===== src/rtl/alu_mdu.sv =====
// EX-stage integer ALU with iterative RV32M multiply/divide behind a valid/ready handshake.
// Latency: base ops 1 cycle, M ops DATA_WIDTH+1 cycles from accept; every result is registered.
// Backpressure: result held in DONE until out_ready; no accept until IDLE; flush aborts anything in flight.
module alu_mdu #(
    parameter int DATA_WIDTH    = 32,
    parameter int OPCODE_LENGTH = 5,
    parameter int SHAMT_WIDTH   = $clog2(DATA_WIDTH)
) (
    input  logic                     clk,
    input  logic                     reset,
    input  logic                     flush,
    input  logic                     in_valid,
    output logic                     in_ready,
    input  logic [DATA_WIDTH-1:0]    SrcA,
    input  logic [DATA_WIDTH-1:0]    SrcB,
    input  logic [OPCODE_LENGTH-1:0] Operation,
    output logic                     out_valid,
    input  logic                     out_ready,
    output logic [DATA_WIDTH-1:0]    ALUResult,
    output logic                     busy
);
    localparam int W  = DATA_WIDTH;
    localparam int CW = $clog2(DATA_WIDTH) + 1;

    typedef enum logic [1:0] {IDLE, CALC, DONE} state_t;
    state_t state_q, state_d;

    logic          rdy_en;
    logic          accept, is_m;
    logic [W-1:0]  hi_q, lo_q, b_q, spec_res_q;
    logic          neg_q, neg_r, spec_q;
    logic [2:0]    mop_q;
    logic [CW-1:0] cnt_q;

    assign in_ready  = rdy_en && (state_q == IDLE) && !flush;
    assign accept    = in_valid && in_ready;
    assign is_m      = (Operation[4:3] == 2'b10);
    assign out_valid = (state_q == DONE);
    assign busy      = (state_q != IDLE);

    // Base ALU
    logic [SHAMT_WIDTH-1:0] shamt;
    logic [W-1:0]           base_res;
    assign shamt = SrcB[SHAMT_WIDTH-1:0];

    always_comb begin
        base_res = '0;
        case (Operation)
            5'b00000: base_res = SrcA & SrcB;
            5'b00001: base_res = SrcA - SrcB;
            5'b00010: base_res = SrcA + SrcB;
            5'b00011: base_res = SrcA << shamt;
            5'b00100: base_res = SrcA >> shamt;
            5'b00101: base_res = $unsigned($signed(SrcA) >>> shamt);
            5'b00110: base_res = SrcA ^ SrcB;
            5'b00111: base_res = SrcA | SrcB;
            5'b01000: base_res = {{(W-1){1'b0}}, ($signed(SrcA) < $signed(SrcB))};
            5'b01001: base_res = {{(W-1){1'b0}}, (SrcA == SrcB)};
            5'b01010: base_res = {{(W-1){1'b0}}, (SrcA < SrcB)};
            default:  base_res = '0;
        endcase
    end

    // Operand preparation at accept: magnitudes, result signs, divide corner cases
    logic         sgn_a, sgn_b, a_neg, b_neg, dz, ovf;
    logic [W-1:0] mag_a, mag_b, spec_val;

    always_comb begin
        sgn_a    = Operation[2] ? !Operation[0] : (Operation[1:0] == 2'b01 || Operation[1:0] == 2'b10);
        sgn_b    = Operation[2] ? !Operation[0] : (Operation[1:0] == 2'b01);
        a_neg    = sgn_a && SrcA[W-1];
        b_neg    = sgn_b && SrcB[W-1];
        mag_a    = a_neg ? -SrcA : SrcA;
        mag_b    = b_neg ? -SrcB : SrcB;
        dz       = (SrcB == '0);
        ovf      = sgn_a && (SrcA == {1'b1, {(W-1){1'b0}}}) && (SrcB == '1);
        spec_val = Operation[1] ? (dz ? SrcA : '0) : (dz ? '1 : SrcA);
    end

    // One radix-2 step: hi/lo is the product for multiply, remainder/quotient for divide
    logic [W:0]     mul_sum, div_sh;
    logic [W-1:0]   div_tr, hi_n, lo_n;
    logic           div_ge;
    logic [2*W-1:0] prod, prod_f;
    logic [W-1:0]   m_res;

    always_comb begin
        mul_sum = {1'b0, hi_q} + (lo_q[0] ? {1'b0, b_q} : {(W+1){1'b0}});
        div_sh  = {hi_q, lo_q[W-1]};
        div_ge  = (div_sh >= {1'b0, b_q});
        div_tr  = div_sh[W-1:0] - b_q;
        if (mop_q[2]) begin
            hi_n = div_ge ? div_tr : div_sh[W-1:0];
            lo_n = {lo_q[W-2:0], div_ge};
        end else begin
            hi_n = mul_sum[W:1];
            lo_n = {mul_sum[0], lo_q[W-1:1]};
        end
        prod   = {hi_n, lo_n};
        prod_f = neg_q ? -prod : prod;
        if (spec_q)
            m_res = spec_res_q;
        else if (mop_q[2])
            m_res = mop_q[1] ? (neg_r ? -hi_n : hi_n) : (neg_q ? -lo_n : lo_n);
        else
            m_res = (mop_q[1:0] == 2'b00) ? prod_f[W-1:0] : prod_f[2*W-1:W];
    end

    always_comb begin
        state_d = state_q;
        case (state_q)
            IDLE:    if (accept) state_d = is_m ? CALC : DONE;
            CALC:    if (cnt_q == CW'(1)) state_d = DONE;
            DONE:    if (out_ready) state_d = IDLE;
            default: state_d = IDLE;
        endcase
        if (flush) state_d = IDLE;
    end

    always_ff @(posedge clk or negedge reset) begin
        if (!reset) begin
            state_q <= IDLE;
            rdy_en  <= 1'b0;
        end else begin
            state_q <= state_d;
            rdy_en  <= 1'b1;
        end
    end

    always_ff @(posedge clk or negedge reset) begin
        if (!reset) begin
            hi_q       <= '0;
            lo_q       <= '0;
            b_q        <= '0;
            spec_res_q <= '0;
            neg_q      <= 1'b0;
            neg_r      <= 1'b0;
            spec_q     <= 1'b0;
            mop_q      <= '0;
            cnt_q      <= '0;
            ALUResult  <= '0;
        end else if (accept) begin
            if (is_m) begin
                hi_q       <= '0;
                lo_q       <= mag_a;
                b_q        <= mag_b;
                mop_q      <= Operation[2:0];
                neg_q      <= a_neg ^ b_neg;
                neg_r      <= a_neg;
                spec_q     <= Operation[2] && (dz || ovf);
                spec_res_q <= spec_val;
                cnt_q      <= CW'(W);
            end else begin
                ALUResult <= base_res;
            end
        end else if (state_q == CALC && !flush) begin
            hi_q  <= hi_n;
            lo_q  <= lo_n;
            cnt_q <= cnt_q - CW'(1);
            if (cnt_q == CW'(1))
                ALUResult <= m_res;
        end
    end
endmodule

===== config.mk =====
export PLATFORM = sky130hd
export DESIGN_NAME = alu_mdu
export DESIGN_NICKNAME = d
export VERILOG_FILES = /design/src/rtl/alu_mdu.sv
export SDC_FILE = /design/constraint.sdc
export NUM_CORES = 1
export LEC_CHECK = 0
export ABC_CLOCK_PERIOD_IN_PS = 7150
export BUFFER_PORTS_ARGS = -buffer_cell sky130_fd_sc_hd__buf_2
export CORE_MARGIN = 2
export CORE_UTILIZATION = 30
export CTS_CLUSTER_SIZE = 24
export DETAILED_ROUTE_END_ITERATION = 6
export GPL_ROUTABILITY_DRIVEN = 0
export PLACE_DENSITY = 0.55
export REMOVE_ABC_BUFFERS = 1
export SYNTH_ARGS = -nofsm -noshare
export SYNTH_HDL_FRONTEND = slang
export SYNTH_SLANG_ARGS = --single-unit

===== constraint.sdc =====
create_clock -name clk -period 7.15 [get_ports clk]
set_clock_uncertainty 0.05 [all_clocks]
set_input_delay 1.43 -clock clk [delete_from_list [all_inputs] [get_ports clk]]
set_output_delay 1.43 -clock clk [all_outputs]
set_load 0.01 [all_outputs]

* Yosys cells after proc, flatten, opt, wreduce, memory -nomap -nowiden *
Cells that the tools add are included.

word-level totals
  bits in registers = 175
  latch bits = 0
  memory bits (writable) = 0
  ROM bits = 0
  output and inout port bits = 35
  memories = 0

cells by class
  add/subtract/negate cells = 10
  $mul = 0
  divide/modulo/power cells = 0
  $lt $le $gt $ge = 3
  eq/ne operators = 24
  shift-type cells = 3
  multiplexer cells = 38
  bitwise logic cells = 4
  reductions and logical operators = 24

operators by type and width
  operator                                                               count
  32-bit two-way mux                                                     25
  32-bit case mux with 11 select lines                                   1
  32-bit negator                                                         4
  32-bit equality test, second input constant                            2
  32-bit less-than comparator                                            2
  64-bit two-way mux                                                     1
  64-bit negator                                                         1
  32-bit subtractor                                                      2
  32-bit by 32-bit adder with 33-bit output                              1
  33-bit by 32-bit greater-or-equal comparator with 1-bit output         1
  32-bit adder                                                           1
  32-bit bitwise AND                                                     1
  32-bit equality test                                                   1
  32-bit logical NOT                                                     1
  32-bit bitwise OR                                                      1
  32-bit by 5-bit << shifter with 32-bit output                          1
  32-bit by 5-bit >> shifter with 32-bit output                          1
  32-bit by 5-bit >>> shifter with 32-bit output                         1
  32-bit bitwise XOR                                                     1
  5-bit by 3-bit equality test with 1-bit output, second input constant  4
  6-bit two-way mux                                                      3
  5-bit by 4-bit equality test with 1-bit output, second input constant  3
  5-bit by 2-bit equality test with 1-bit output, second input constant  2
  2-bit two-way mux                                                      5
  20 further kinds                                                       40

* Logic depth before layout (Yosys ltp) *
  depth after elaboration = 11
  depth in mapped cells = 25
  depth with buffers taken out = 22

* Worst setup path before layout *
No wires, ideal clock.

  path type = input port to flip-flop
  start = in SrcB[2]
  end = reg ALUResult[31]
  library setup time = 0.146 ns
  arrival time = 5.388 ns
  setup slack = 1.566 ns
  stages on the path = 18
  path through = clkbuf_1 inv_1 clkbuf_1 clkbuf_1 ha_1 clkbuf_1 a221oi_1 o211ai_1 o31ai_1 a21oi_1 o41a_1 o31ai_1 a21oi_1 o21bai_1 a211oi_1 o21a_1 o31ai_1 o2111ai_2

on the way
  word-level cells in the longest chain between the ends = 4
  elaborated cells on any way between the ends = 8
  classes of those cells = 2 x add/sub; 3 x shift; 3 x mux

ends and longest elaborated chain
  item                                      RTL line  source
  start: declaration                        15        input logic [DATA_WIDTH-1:0] SrcB,
  32-bit adder (tied with other cells)      51        5'b00010: base_res = SrcA + SrcB;
  32-bit case mux with 11 select lines (*)  48        case (Operation)
  32-bit two-way mux (*)                    143       if (is_m) begin
  32-bit two-way mux (*)                    142       end else if (accept) begin
  end signal: assignment                    154       ALUResult <= base_res;
  end signal: assignment                    161       ALUResult <= m_res;
  end: declaration                          19        output logic [DATA_WIDTH-1:0] ALUResult,

Mark *: on every way between the ends. The rest lies on a longest branch, timed or not. The select of a mux whose other input is x is not followed.
A chain may end at the register's enable or synchronous reset.

* Worst setup path in the final report *
  start = reg hi_q[13]
  end = reg ALUResult[30]

on the way
  word-level cells in the longest chain between the ends = 11
  elaborated cells on any way between the ends = 19
  classes of those cells = 5 x add/sub; 1 x order compare; 13 x mux

ends and longest elaborated chain
  item                                                                                                 RTL line  source
  start: declaration                                                                                   30        logic [W-1:0] hi_q, lo_q, b_q, spec_res_q;
  start signal: assignment                                                                             157       hi_q <= hi_n;
  32-bit subtractor or 33-bit by 32-bit greater-or-equal comparator with 1-bit output (tied branches)  91, 90
  32-bit two-way mux                                                                                   93        hi_n = div_ge ? div_tr : div_sh[W-1:0];
  32-bit two-way mux                                                                                   92        if (mop_q[2]) begin
  64-bit negator or 32-bit negator (tied branches)                                                     100, 104
  64-bit two-way mux or 32-bit two-way mux (tied branches)                                             100, 104
  32-bit two-way mux (on tied branches)                                                                106, 104
  32-bit two-way mux (*)                                                                               103       else if (mop_q[2])
  32-bit two-way mux (*)                                                                               101       if (spec_q)
  32-bit two-way mux (*)                                                                               160       if (cnt_q == CW'(1))
  32-bit two-way mux (*)                                                                               156       end else if (state_q == CALC && !flush) begin
  32-bit two-way mux (*)                                                                               142

Marks and branches as above.

==> impl_metrics.csv <==
group,metric,value,unit
status,status,"completed",
placement,io_buffers,108,
synthesis,synth-seq-cells,175,
global_route,first_global_vias,26500,
power_and_ir_drop,leakagePower,0.0115,uW
timing,slew_headroom,16.9,%
global_route,antenna_found_initial,14,
clocking,cts_made_buffers,17,
routing,first_pass_iters,7,
clocking,htree_levels,4,
synthesis,muxShareOfSynthArea,6.22,%
synthesis,synth.avg_cell_area,7.17,um2
die,design.portCount,109,
placement,place_inst,4589,
global_route,grt.overflow.total,0,
placement,post-dp-hpwl,90800,um
clocking,cts.repair.resized,0,
cells_and_area,synthToLayoutAreaGrowth,8.47,%
cells_and_area,stdcell_count,4624,
critical_path,cp.arrival,6990,ps
clocking,cts_buffer_depth,2,
critical_path,crit_required,7500,ps
routing,via_count,28700,
cells_and_area,drive_above_1_share,9.92,%
routing,route.detailed.drc,0,
routing,dr.first_iter.drc_count,4183,
timing,hold_viol,0,
die,core,0.0837,mm2
synthesis,netlist_area,0.0254,mm2
timing,period_needed,6640,ps
global_route,grt_pass1_wl,176000,um
cells_and_area,fillers,9092,
synthesis,synth_top_family_by_area,"compound AO/OA/AOI/OAI gates",
synthesis,async_flop_share,100,%
cells_and_area,seqCellArea,0.00438,mm2
clocking,path_clk_slew,80,ps
routing,postRouteAntennaNets,0,
critical_path,cp-end-kind,"flip-flop",
timing,fmax,151,MHz
die,die_h,295,um
critical_path,worstPathMaxFanout,14,
synthesis,yosysUniqueCellTypes,110,
synthesis,syn_inst,3536,
cells_and_area,final_area,0.0275,mm2
die,fp-row-count,106,
synthesis,synthXorXnorAreaFrac,5.80,%
worst_hold_path,hold_path_class,"reg -> reg",
routing,vias_per_cell,6.21,
die,initial_core_util,30.3,%
clocking,clk_latency,470,ps
die,die_area,0.0868,mm2
power_and_ir_drop,peakVddDrop,0.000181,V
critical_path,setup.worst_path.start_class,"flip-flop",
placement,placed_cell_area,0.0269,mm2
synthesis,synthAdderAreaFrac,8.84,%
critical_path,rrSetupSlack,510,ps
die,dieWidth,295,um
clocking,cts_hold_buf,0,
synthesis,synth_edf_count,0,
clocking,tritoncts,"built",
cells_and_area,fin_util,32.9,%
global_route,grt_max_degree,127,
timing,drv_slew,0,
timing,rsz0062_at_grt,"no",
routing,wire_per_inst,25.6,um
routing,routed_wl,119000,um
timing,setup_viol,0,
synthesis,ys_warn_count,0,
cells_and_area,nets,3724,
synthesis,ys_seq_area_share,17.3,%
timing,tightest_slew,1230,ps
clocking,cts_root_buf,"clkbuf_16",
synthesis,synth-simple-area-share,22.4,%
timing,setup_tns,0,ps
synthesis,synth_flop_cell,"dfrtp_1",
job,max_cap_viol_count,0,
timing,layout_worst_path_cycle_share,92.9,%
cells_and_area,multiInputGateArea,0.0193,mm2
clocking,postCtsSetupBuffers,0,
critical_path,crit_type,"reg -> reg",
synthesis,synth_compound_area_share,32.8,%
power_and_ir_drop,p_per_area,307,mW/mm2
global_route,globalRouteTotalUtil,26.6,%
clocking,cts_num_sinks,175,
-- worst max-delay path, stage by stage (launching register included) --
cell and delay, ps:
dfrtp_1 410, ha_1 480, nand4_2 180, or4_4 600, or4_4 520, o211ai_2 320, a211oi_1 120, a311oi_2 470
ha_1 320, nand2_1 90, or3_1 410, o211ai_1 380, nand2_1 310, nor4_4 590, nand2_1 200, nor4_1 390
mux2i_1 440, nand2b_1 170, nand4_1 120
-- through the flow --
step	hold slack (ps)	worst slack, ps	power (uW)
floorplan	389	-389	5360
global placement	400	816	7250
detailed placement	406	772	7250
CTS	425	732	8260
global route	455	133	8960
finish	431	507	8450
-- cell type report --
cell class / count / share of cell area (%)
antenna: 3 / 0.0273
clock inverter: 15 / 0.619
sequential: 175 / 15.9
tap: 1134 / 5.16
timing repair buffer: 187 / 4.21
inverter: 163 / 2.22
clock buffer: 17 / 1.55
multi-input combinational: 2930 / 70.3
-- power by group --
| part | internal, uW | total (uW) | leakage (uW) | switching, uW |
|---|---|---|---|---|
| combinational | 1990 | 5890 | 0.00893 | 3900 |
| clock | 471 | 976 | 0.000287 | 505 |
| sequential | 1250 | 1580 | 0.00227 | 329 |
-- state kept, by name, summed over array words and instances (netlist names) --
register	count
state_q	2
lo_q	32
hi_q	32
ALUResult	32
mop_q	3
spec_q	1
neg_q	1
rdy_en	1
spec_res_q	32
cnt_q	6
neg_r	1
b_q	32
-- synthesized netlist by cell type, types with 23 or more instances --
library cell / count / area share [%]
a221oi_1: 38 / 1.3
xor2_1: 52 / 1.8
a22oi_1: 34 / 1.0
nand4_1: 40 / 0.99
ha_1: 172 / 8.5
o211ai_1: 53 / 1.6
mux4_2: 23 / 2.0
or3_1: 40 / 0.99
o21ai_0: 385 / 7.6
and2_1: 54 / 1.3
dfrtp_1: 175 / 17
xnor2_1: 116 / 4.0
mux2i_1: 89 / 3.5
clkbuf_1: 223 / 3.3
nand3_1: 106 / 2.1
nand2b_1: 26 / 0.64
buf_1: 25 / 0.37
nor2_1: 294 / 4.4
o221ai_1: 46 / 1.6
o31ai_1: 41 / 1.2
a21o_1: 55 / 1.6
a211oi_1: 48 / 1.4
inv_1: 161 / 2.4
a31oi_1: 42 / 1.0
nor4_1: 35 / 0.86
a21oi_1: 241 / 4.8
and3_1: 24 / 0.59
nand2_1: 432 / 6.4
nor3_1: 77 / 1.5
-- routing by layer --
metal | routed length (um) | up-vias | GRT usage (%) | part of all wire (%)
met5 | 70 | - | 0 | 0.059
met4 | 5310 | 10 | 10.3 | 4.5
met3 | 12700 | 333 | 5.98 | 11
met2 | 51200 | 1642 | 40.9 | 43
met1 | 49300 | 13800 | 36.1 | 42
li1 | - | 12900 | - | -
-- logic make-up (layout without fill, tap and decap cells) --
kind of cell,Yosys count,count (layout)
other cells,1,4
simple gates,1208,1208
fa+ha+maj,177,177
flops,175,175
xor+xnor,168,168
compound gates,1249,1249
buf+inv,431,382
mux,127,127
-- path summary, 6_finish.rpt --
| kind | depth (start not counted) | start | to |
|---|---|---|---|
| max | 18 | hi_q[13] | ALUResult[30] |
| min | 2 | spec_res_q[8] | spec_res_q[8] |
| max reg2reg | 18 | hi_q[13] | ALUResult[30] |
| min reg2reg | 2 | spec_res_q[8] | spec_res_q[8] |
| max in group asynchronous | 2 | reset | mop_q[2] |
| min in group asynchronous | 1 | reset | cnt_q[4] |
-- layout by cell type, fill, tap and decap left out, drive strengths merged, types with 15 or more instances in the layout --
cell / synthesis / layout
or2: 17 / 17
dfrtp: 175 / 175
a22oi: 34 / 34
a221oi: 39 / 39
o221ai: 47 / 47
nand2: 434 / 434
ha: 172 / 172
o21bai: 19 / 19
o21a: 20 / 20
nand4: 42 / 42
nor4: 39 / 39
a311oi: 15 / 15
clkbuf: 225 / 18
nand2b: 26 / 26
buf: 43 / 186
o31ai: 43 / 43
a211oi: 52 / 52
a21oi: 243 / 243
or3: 40 / 40
o211ai: 57 / 57
xor2: 52 / 52
a21o: 55 / 55
nor2: 294 / 294
o21ai: 394 / 394
nor3: 78 / 78
a31oi: 42 / 42
mux4: 23 / 23
and2: 55 / 55
mux2: 15 / 15
inv: 161 / 167
and3: 24 / 24
xnor2: 116 / 116
nand3: 107 / 107
o22ai: 20 / 20
mux2i: 89 / 89
No activity file was read; power rests on OpenSTA's default activity.
